--- src/rtl/id_ex_stage.sv ---
// ============================================================================
// Module      : id_ex_stage
// Description : ID/EX pipeline register with load-use hazard detection and
//               optional EX/MEM and MEM/WB operand forwarding (ID_EX_FORWARD_EN).
// Revision    : 1.0 - initial release
// ============================================================================
`default_nettype none

module id_ex_stage #(
    parameter int WIDTH = 32,
    parameter int RA_W  = 5
) (
    input  logic             clk,
    input  logic             rst_n,
    input  logic             stall,
    input  logic             flush,
    input  logic             id_valid,
    input  logic [WIDTH-1:0] id_rs_data,
    input  logic [WIDTH-1:0] id_rt_data,
    input  logic [WIDTH-1:0] id_imm,
    input  logic             id_alu_src,
    input  logic [2:0]       id_aluop,
    input  logic [RA_W-1:0]  id_rs,
    input  logic [RA_W-1:0]  id_rt,
    input  logic [RA_W-1:0]  id_rd,
    input  logic             id_reg_write,
    input  logic             id_mem_read,
    input  logic             id_mem_write,
    input  logic             exmem_reg_write,
    input  logic [RA_W-1:0]  exmem_rd,
    input  logic [WIDTH-1:0] exmem_result,
    input  logic             memwb_reg_write,
    input  logic [RA_W-1:0]  memwb_rd,
    input  logic [WIDTH-1:0] memwb_result,
    output logic [WIDTH-1:0] alu_in1,
    output logic [WIDTH-1:0] alu_in2,
    output logic [2:0]       alu_op,
    output logic             ex_valid,
    output logic [WIDTH-1:0] ex_store_data,
    output logic [RA_W-1:0]  ex_rd,
    output logic             ex_reg_write,
    output logic             ex_mem_read,
    output logic             ex_mem_write,
    output logic             load_use_hazard
);

    typedef struct packed {
        logic             valid;
        logic [WIDTH-1:0] rs_data;
        logic [WIDTH-1:0] rt_data;
        logic [WIDTH-1:0] imm;
        logic             alu_src;
        logic [2:0]       aluop;
        logic [RA_W-1:0]  rs;
        logic [RA_W-1:0]  rt;
        logic [RA_W-1:0]  rd;
        logic             reg_write;
        logic             mem_read;
        logic             mem_write;
    } ex_reg_t;

    ex_reg_t          r_ex;
    ex_reg_t          w_capture;
    logic             w_hazard;
    logic [WIDTH-1:0] w_fwd_rs;
    logic [WIDTH-1:0] w_fwd_rt;

    // A load in EX whose destination is read by the instruction in ID
    assign w_hazard = r_ex.valid && r_ex.mem_read && (r_ex.rd != '0) && id_valid &&
                      ((r_ex.rd == id_rs) || (r_ex.rd == id_rt));

    always_comb begin
        w_capture           = '0;
        w_capture.valid     = id_valid;
        w_capture.rs_data   = id_rs_data;
        w_capture.rt_data   = id_rt_data;
        w_capture.imm       = id_imm;
        w_capture.alu_src   = id_alu_src;
        w_capture.aluop     = id_aluop;
        w_capture.rs        = id_rs;
        w_capture.rt        = id_rt;
        w_capture.rd        = id_rd;
        w_capture.reg_write = id_valid & id_reg_write;
        w_capture.mem_read  = id_valid & id_mem_read;
        w_capture.mem_write = id_valid & id_mem_write;
    end

    // Flush beats stall; the hazard bubble only applies when the stage is free to advance
    always_ff @(posedge clk or negedge rst_n) begin
        if (!rst_n) begin
            r_ex <= '0;
        end else if (flush) begin
            r_ex <= '0;
        end else if (stall) begin
            r_ex <= r_ex;
        end else if (w_hazard) begin
            r_ex <= '0;
        end else begin
            r_ex <= w_capture;
        end
    end

`ifdef ID_EX_FORWARD_EN
    // EX/MEM is the younger producer, so it wins over MEM/WB; r0 never forwards
    always_comb begin
        w_fwd_rs = r_ex.rs_data;
        if (exmem_reg_write && (exmem_rd != '0) && (exmem_rd == r_ex.rs)) begin
            w_fwd_rs = exmem_result;
        end else if (memwb_reg_write && (memwb_rd != '0) && (memwb_rd == r_ex.rs)) begin
            w_fwd_rs = memwb_result;
        end
    end

    always_comb begin
        w_fwd_rt = r_ex.rt_data;
        if (exmem_reg_write && (exmem_rd != '0) && (exmem_rd == r_ex.rt)) begin
            w_fwd_rt = exmem_result;
        end else if (memwb_reg_write && (memwb_rd != '0) && (memwb_rd == r_ex.rt)) begin
            w_fwd_rt = memwb_result;
        end
    end
`else
    logic w_unused_fwd;

    assign w_fwd_rs     = r_ex.rs_data;
    assign w_fwd_rt     = r_ex.rt_data;
    assign w_unused_fwd = ^{exmem_reg_write, exmem_rd, exmem_result,
                            memwb_reg_write, memwb_rd, memwb_result, r_ex.rs, r_ex.rt};
`endif

    assign alu_in1         = w_fwd_rs;
    assign alu_in2         = r_ex.alu_src ? r_ex.imm : w_fwd_rt;
    assign alu_op          = r_ex.aluop;
    assign ex_valid        = r_ex.valid;
    assign ex_store_data   = w_fwd_rt;
    assign ex_rd           = r_ex.rd;
    assign ex_reg_write    = r_ex.reg_write;
    assign ex_mem_read     = r_ex.mem_read;
    assign ex_mem_write    = r_ex.mem_write;
    assign load_use_hazard = w_hazard;

endmodule

`default_nettype wire

--- config.mk ---
export PLATFORM = sky130hd
export DESIGN_NAME = id_ex_stage
export DESIGN_NICKNAME = d
export VERILOG_FILES = /design/src/rtl/id_ex_stage.sv
export SDC_FILE = /design/constraint.sdc
export NUM_CORES = 1
export LEC_CHECK = 0
export CAP_MARGIN = 20
export CORE_UTILIZATION = 40
export DETAILED_ROUTE_END_ITERATION = 6
export GPL_TIMING_DRIVEN = 0
export PLACE_DENSITY = 0.77
export SLEW_MARGIN = 5
export SYNTH_ARGS = -nofsm -noshare
export SYNTH_HDL_FRONTEND = slang
export SYNTH_SLANG_ARGS = --single-unit
--- constraint.sdc ---
create_clock -name clk -period 3.8 [get_ports clk]
set_clock_uncertainty 0.05 [all_clocks]
set_input_delay 0.57 -clock clk [delete_from_list [all_inputs] [get_ports clk]]
set_output_delay 0.57 -clock clk [all_outputs]
set_load 0.005 [all_outputs]
## Yosys cells after proc, flatten, opt, wreduce, memory -nomap -nowiden

Index checks and enable logic that the tools add are counted.

| operators by class | value |
|---|---|
| add/subtract/negate cells | 0 |
| $mul | 0 |
| div/mod/pow operators | 0 |
| $lt $le $gt $ge | 0 |
| equality and inequality tests | 3 |
| shift operators | 0 |
| muxes and demuxes | 4 |
| bitwise logic cells | 3 |
| reductions and logical operators | 6 |

Operators with widths:

| operator | count |
|---|---|
| two-way mux 119 bit | 3 |
| two-way mux 32 bit | 1 |
| equality test 5 bit | 2 |
| nonzero test 5 bit | 1 |
| logical AND 1 bit | 4 |
| bitwise AND 1 bit | 3 |
| != test 2 x 1 -> 1 bit, second input constant | 1 |
| logical OR 1 bit | 1 |

| word-level totals | value |
|---|---|
| register bits after elaboration | 109 |
| bits in latches | 0 |
| bits in writable memories | 0 |
| bits in read-only memories | 0 |
| bits of input ports | 199 |
| logic and storage cells | 26 |
| memories | 0 |

## Logic depth before layout (Yosys ltp)

Gate-level depths: netlist (run 1).

| logic depth | value |
|---|---|
| depth in word-level cells | 7 |
| depth in mapped cells | 7 |
| mapped depth without buffers | 5 |

## Worst setup path before layout (run 1)

Ideal clock, no wire load.

| path | value |
|---|---|
| path type | input to output |
| from | in id_rt[2] |
| to | out load_use_hazard |
| arrival | 1,350 ps |
| required time | 3,180 ps |
| slack | 1,830 ps |
| stages | 5 |
| cell sequence | xor2_1 nor3_1 nand3_1 a21oi_1 buf_2 |

| on the way | value |
|---|---|
| cells in the longest elaborated chain, start to end | 3 |

Ends and longest elaborated chain:

| item | RTL line | RTL |
|---|---|---|
| start, declared | 24 | `input logic [RA_W-1:0] id_rt,` |
| equality test 5 bit | 70 | `((r_ex.rd == id_rs) \|\| (r_ex.rd == id_rt));` |
| logical OR 1 bit | 70 |  |
| logical AND 1 bit | 69 | `assign w_hazard = r_ex.valid && r_ex.mem_read && (r_ex.rd != '0) && id_valid &&` |
| end, declared | 44 | `output logic load_use_hazard` |

No other way between the ends.

## Worst setup path in the final report (run 1)

Ends and elaborated chain as after synthesis.

==> results.sh, run 1 <==
export IMPL_rows=47
export IMPL_ctsHoldBuffers=0
export IMPL_io_pin_count=308
export IMPL_nets=1060
export IMPL_async_reset_ff_share_pct=100.0
export IMPL_synth_simple_gate_area_share_pct=10.76
export IMPL_finalPower_mw=3.003
export IMPL_grt_overflow_total=0
export IMPL_yosys_warnings=0
export IMPL_post_place_cells=1070
export IMPL_peakVddDrop_uv=206.0
export IMPL_cts_resized=0
export IMPL_cts_inserted_buffers=9
export IMPL_worst_slew_pin_transition_ns=0.7964
export IMPL_synth_area_leader_cell="dfrtp_1"
export IMPL_netSwitchingFraction_pct=24.69
export IMPL_arrival_ns=2.61
export IMPL_seqPwrFrac_pct=42.4
export IMPL_pre_cts_slack_ns=0.5327
export IMPL_clock_fmax_mhz=309.2
export IMPL_layout_drive_gt1_share_pct=26.82
export IMPL_hpwl_um=14280
export IMPL_antenna_found_initial=0
export IMPL_post_cts_buffers=0
export IMPL_dieArea_mm2=0.01770
export IMPL_synth_top_area_share_pct=39.70
export IMPL_first_pass_iters=4
export IMPL_insertion_delay_ns=0.35
export IMPL_yosysUniqueCellTypes=22
export IMPL_syn_nets=818
export IMPL_path_clk_slew_ns=0.07
export IMPL_cap_violations=0
export IMPL_wl_met3_um=1165
export IMPL_grt_usage_pct=22.08
export IMPL_synth_most_common_cell="dfrtp_1"
export IMPL_hold_viol=0
export IMPL_finalSetupTns_ns=0
export IMPL_rsz0062_at_grt="no"
export IMPL_synthTopCellsByCount="dfrtp_1, inv_1, o41ai_2, nand3b_1, buf_4"
export IMPL_critical_path_class="input port to output pin"
export IMPL_whs_ns=0.1224
export IMPL_ys_seq_area_share_pct=39.70
export IMPL_hp_class="input port to async pin"
export IMPL_cp_max_fo=10
export IMPL_status="finished clean"
export IMPL_wl_met1_um=8445
export IMPL_synthCells=619
export IMPL_fin_cells=1085
export IMPL_finalSetupViolations=0
export IMPL_crit_top_cell="clkdlybuf4s50_1"
export IMPL_route_met2_wl_um=9314
export IMPL_syn_area_per_cell_um2=11.10
export IMPL_drc=0
export IMPL_relSlewSlack_pct=46.91
export IMPL_top_layer_used="met4"
export IMPL_synth_edf_count=0
export IMPL_cts_htree_levels=3
export IMPL_routed_via_count=5460
export IMPL_p_switching_mw=0.7414
export IMPL_cp_cell_sequence="clkdlybuf4s50_1 > xor2_1 > nor3_1 > nand3_1 > a21oi_1 > buf_2 > clkdlybuf4s50_1"
export IMPL_final_core_util_pct=58.71
export IMPL_slowest_stage="clkdlybuf4s50_1"
export IMPL_route_antenna_remaining_nets=0
export IMPL_chipHeight_um=133.1
export IMPL_start_util_pct=41.14
export IMPL_yosys_top_cells_area="dfrtp_1, o41ai_2, nand3b_1"
export IMPL_clockRootBuffer="clkbuf_16"
export IMPL_finalInstanceArea_mm2=0.009806
export IMPL_synth_top_family_by_area="compound AO/OA/AOI/OAI gates"
export IMPL_cellInternalPower_mw=2.262
export IMPL_port_buffers=230
export IMPL_cts_sinks=109
export IMPL_critPathCaptureType="output pin"
export IMPL_cp_start_kind="input port"
export IMPL_place_area_mm2=0.009477
export IMPL_wl_per_cell_um=17.77
export IMPL_clock_power_share_pct=35.7
export IMPL_routed_wl_um=19280
export IMPL_yosys_mux_area_fraction_pct=5.245
export IMPL_grt_pass1_vias=5520
export IMPL_diodes=0
export IMPL_ys_ff_latch=109
export IMPL_n_fill_cell=1440
export IMPL_die_x_um=133.1
export IMPL_grt_first_pass_wirelength_um=30300
export IMPL_drtIter0Drc=231
export IMPL_viasPerCell=5.032
export IMPL_grt_max_degree=57
export IMPL_syn2layout_area_growth_pct=42.72
export IMPL_synthAdderAreaFrac_pct=0
export IMPL_setup_slack_ns=0.5654
export IMPL_r2r_cells=6
export IMPL_slew_violations=0
export IMPL_power_density_mw_per_mm2=306.3
export IMPL_p_leak_nw=4.662
export IMPL_clockBufferDepth=2
export IMPL_synth_compound_area_share_pct=24.86
export IMPL_combPwrFrac_pct=21.9
export IMPL_fin_crit_sh_pct=85.12
export IMPL_max_stage_delay_ns=0.54
export IMPL_synth_flop_cell="dfrtp_1"
export IMPL_core_region_area_mm2=0.01670
export IMPL_crit_required_ns=3.18
export IMPL_cts_tree="done"
export IMPL_fin_crit_ns=3.235
export IMPL_gp_congestion=0.8004
export IMPL_synthXorXnorAreaFrac_pct=1.275
export IMPL_syn_cell_area_mm2=0.006870
sequential cells by signal, summed over array words and instances, names as in the netlist:
register,flops
ex_rd,5
alu_op,3
ex_reg_write,1
ex_mem_write,1
ex_store_data,32
ex_valid,1
r_ex,33
ex_mem_read,1
alu_in1,32
metal layers:
layer / up-vias / GRT usage [%]
met1: 2707 / 28.70
met5: - / 0
met2: 164 / 36.42
met4: 0 / 7.727
met3: 24 / 4.444
li1: 2565 / -
worst paths after layout:
path,startpoint,endpoint,slack [ns]
min reg2reg,alu_in1[7],alu_in1[7],0.43
max in group asynchronous,rst_n,alu_in1[16],2.89
min in group clk,alu_in1[7],alu_in1[7],0.43
max reg2reg,ex_rd[3],alu_in1[22],1.75
max,id_rt[2],load_use_hazard,0.57
min,rst_n,alu_in1[27],0.12
worst max-delay path, delay by kind of cell:
| family | cells | cell delay, ns |
|---|---|---|
| AO/OA/AOI/OAI | 1 | 0.27 |
| AND/OR/NAND/NOR | 2 | 0.35 |
| buffers and inverters | 3 | 1.26 |
| XOR/XNOR | 1 | 0.16 |
placed cells by master (no fill, tap or decap):
cell type	Yosys	routed
o2111ai_1	1	1
nand2_1	37	37
buf_6	11	12
nor3_1	2	2
clkdlybuf4s50_1	0	229
buf_1	1	1
mux2_2	32	32
nor2_1	1	1
o41ai_2	100	100
buf_4	72	72
clkbuf_1	47	48
nand3b_1	75	75
buf_16	0	1
buf_2	1	1
nand3_1	2	2
dfrtp_1	109	109
or4_1	1	1
xor2_1	6	6
a21oi_1	1	1
o21ai_0	3	3
clkinv_2	0	2
clkbuf_16	0	9
xnor2_1	4	4
nor2b_1	1	1
o41ai_1	6	6
bufinv_16	0	3
inv_1	106	106
power by group through the flow:
stage	clock network, mW	logic [mW]	registers [mW]
finish	1.07	0.658	1.27
global route	1.13	0.708	1.28
CTS	1.09	0.667	1.27
detailed placement	0	0.663	1.29
global placement	0	0.653	1.29
floorplan	0	0.312	1.28
cell families after synthesis:
family / count (synthesis)
XOR/XNOR: 10
buffers and inverters: 238
AND/OR/NAND/NOR: 119
flip-flops: 109
AO/OA/AOI/OAI: 111
multiplexers: 32
final cells by class:
| cell class | instances | area (um^2) | share of cell area (%) |
|---|---|---|---|
| flip-flops and latches | 109 | 2728 | 27.82 |
| clock buffers | 10 | 229.0 | 2.335 |
| multi-input cells | 272 | 2895 | 29.53 |
| well taps | 220 | 275.3 | 2.807 |
| clock inverters | 5 | 100.1 | 1.021 |
| inverters | 106 | 397.9 | 4.058 |
| plain buffers | 132 | 849.6 | 8.664 |
| repair buffers | 231 | 2331 | 23.77 |
(Power assumes the default switching activity.)
==> run 2, diff against run 1 <==
- RECOVER_POWER: not set -> 100
==> run 2 against run 1 <==
  * The flow now finishes with violations (max-capacitance violations, max-slew violations)
  * Final cell count about the same
  * Total power is 2.7% lower
  * Global-route usage did not move
  * First-iteration DRC count shrank 10%
  * Sequential share of layout area rose by 2.2 points
  * Sequential cell count stayed put
  * Count of clock-buffer cells in the layout unchanged
  * Final area decreased by 7.3%
  * Register-to-register slack got worse by 0.52 ns
  * Worst setup slack lost 0.066 ns
  * Via count shrank 0.92%
  * Die area stayed put
  * Highest routed layer unchanged
==> results.sh, run 2 (same netlist as run 1, synthesis figures left out) <==
export IMPL_die_x_um=133.1
export IMPL_slowest_stage="dlygate4sd3_1"
export IMPL_hold_viol=0
export IMPL_rows=47
export IMPL_grt_max_degree=57
export IMPL_critPathCaptureType="output pin"
export IMPL_routed_via_count=5410
export IMPL_cp_max_fo=10
export IMPL_layout_commonest_cell="clkdlybuf4s50_1"
export IMPL_insertion_delay_ns=0.35
export IMPL_peakVddDrop_uv=202.0
export IMPL_cts_htree_levels=3
export IMPL_netSwitchingFraction_pct=24.32
export IMPL_whs_ns=0.4303
export IMPL_cts_inserted_buffers=9
export IMPL_grt_first_pass_wirelength_um=30300
export IMPL_post_cts_buffers=0
export IMPL_seqPwrFrac_pct=43.6
export IMPL_regMostFlops="r_ex"
export IMPL_fin_crit_ns=3.301
export IMPL_cts_sinks=109
export IMPL_hpwl_um=14280
export IMPL_critical_path_class="input port to output pin"
export IMPL_path_clk_slew_ns=0.07
export IMPL_reg2reg_from="ex_rd[2]"
export IMPL_clockBufferDepth=2
export IMPL_cts_tree="done"
export IMPL_cp_start_kind="input port"
export IMPL_r2r_slack_ns=1.23
export IMPL_cp_cell_sequence="dlygate4sd3_1 > xor2_1 > nor3_1 > nand3_1 > a21oi_1 > buf_2 > clkdlybuf4s50_1"
export IMPL_combPwrFrac_pct=19.8
export IMPL_nets=1060
export IMPL_route_antenna_remaining_nets=0
export IMPL_gp_congestion=0.8004
export IMPL_r2r_cells=7
export IMPL_fin_crit_sh_pct=86.86
export IMPL_rsz0062_at_grt="no"
export IMPL_power_density_mw_per_mm2=321.4
export IMPL_status="finished with violations"
export IMPL_cap_violations=1
export IMPL_r2r_end="alu_in1[22]"
export IMPL_clock_power_share_pct=36.6
export IMPL_antenna_found_initial=1
export IMPL_finalSetupTns_ns=0
export IMPL_max_stage_delay_ns=0.57
export IMPL_hp_class="flip-flop to flip-flop"
export IMPL_final_core_util_pct=54.45
export IMPL_start_util_pct=41.14
export IMPL_grt_usage_pct=22.08
export IMPL_final_cell_mix="clkdlybuf4s50_1, dfrtp_1, inv_1, dlygate4sd3_1, o41ai_1"
export IMPL_crit_start="id_rt[2]"
export IMPL_grt_overflow_total=0
export IMPL_drtIter0Drc=208
export IMPL_drc=0
export IMPL_clockRootBuffer="clkbuf_16"
export IMPL_clock_fmax_mhz=303.0
export IMPL_arrival_ns=2.68
export IMPL_ctsHoldBuffers=0
export IMPL_core_region_area_mm2=0.01670
export IMPL_layout_drive_gt1_share_pct=15.72
export IMPL_finalSetupViolations=0
export IMPL_syn2layout_area_growth_pct=32.36
export IMPL_cellInternalPower_mw=2.212
export IMPL_p_leak_nw=4.394
export IMPL_slew_violations=54
export IMPL_grt_pass1_vias=5520
export IMPL_largest_reg_flops=33
export IMPL_dieArea_mm2=0.01770
export IMPL_wl_per_cell_um=17.75
export IMPL_first_pass_iters=7
export IMPL_port_buffers=230
export IMPL_crit_required_ns=3.18
export IMPL_cts_resized=0
export IMPL_p_switching_mw=0.7106
export IMPL_chipHeight_um=133.1
export IMPL_relSlewSlack_pct=-75.86
export IMPL_routed_wl_um=19270
export IMPL_violations="max-capacitance violations, max-slew violations"
export IMPL_viasPerCell=4.982
export IMPL_io_pin_count=308
export IMPL_worst_slew_pin_transition_ns=2.638
export IMPL_crit_end="load_use_hazard"
-- run 2: cell count changes in the layout (fill, tap and decap cells not counted) --
| cell | previous run | this run |
|---|---|---|
| clkdlybuf4s50_1 | 229 | 127 |
| clkbuf_4 | 0 | 8 |
| o41ai_1 | 6 | 92 |
| clkdlybuf4s25_1 | 0 | 1 |
| clkbuf_1 | 48 | 57 |
| diode_2 | 0 | 1 |
| o41ai_2 | 100 | 14 |
| dlygate4sd3_1 | 0 | 102 |
| buf_6 | 12 | 2 |
| buf_4 | 72 | 64 |
-- run 2: power groups by stage --
stage / registers [mW] / logic, mW / clock network, mW
after floorplan: 1.28 / 0.312 / 0
after CTS: 1.27 / 0.667 / 1.09
after global routing: 1.28 / 0.628 / 1.13
final: 1.27 / 0.578 / 1.07
after detailed placement: 1.29 / 0.663 / 0
after global placement: 1.29 / 0.653 / 0
-- run 2: stage by stage --
step	worst slack (ns)	std cells	power, mW	cell area (um^2)
4_1_cts	0.5351	1085	3.033	9806
5_1_grt	0.3536	1086	3.038	9094
3_5_place_dp	0.5327	1070	1.958	9477
2_1_floorplan	1.830	619	1.589	6870
3_3_place_gp	-2.317	1069	1.948	9448
6_report	0.4994	1086	2.922	9094
-- run 2: worst min-delay path by stage --
| stage | startpoint | to | slack (ns) | cells past startpoint |
|---|---|---|---|---|
| 3_3_place_gp | alu_in1[9] | alu_in1[9] | 0.41 | 2 |
| 4_1_cts | rst_n | alu_in1[27] | 0.13 | 1 |
| 3_5_place_dp | alu_in1[13] | alu_in1[13] | 0.42 | 2 |
| 6_report | ex_mem_write | ex_mem_write | 0.43 | 2 |
| 2_1_floorplan | rst_n | alu_in1[0] | 0.22 | 0 |
| 5_1_grt | alu_in1[15] | alu_in1[15] | 0.45 | 2 |
-- run 2: metal layers --
layer	global-route usage [%]	wire length (um)
met5	0	0
met4	7.727	361
met3	4.444	1183
met2	36.42	9220
met1	28.70	8510
-- run 2: layout make-up --
class	count	area, um^2
inverters	106	397.9
repair buffers	231	2330
flip-flops and latches	109	2728
clock inverters	5	100.1
multi-input cells	272	2250
diodes	1	2.502
clock buffers	10	229.0
well taps	220	275.3
fillers	1578	7607
plain buffers	132	782.0
-- run 2: critical path, delay by kind of cell --
family	cells	cell delay [ns]
xor gates and xnor gates	1	0.16
AOI/OAI and AO/OA	1	0.23
and+or+nand+nor	2	0.34
buffers and inverters	3	1.37
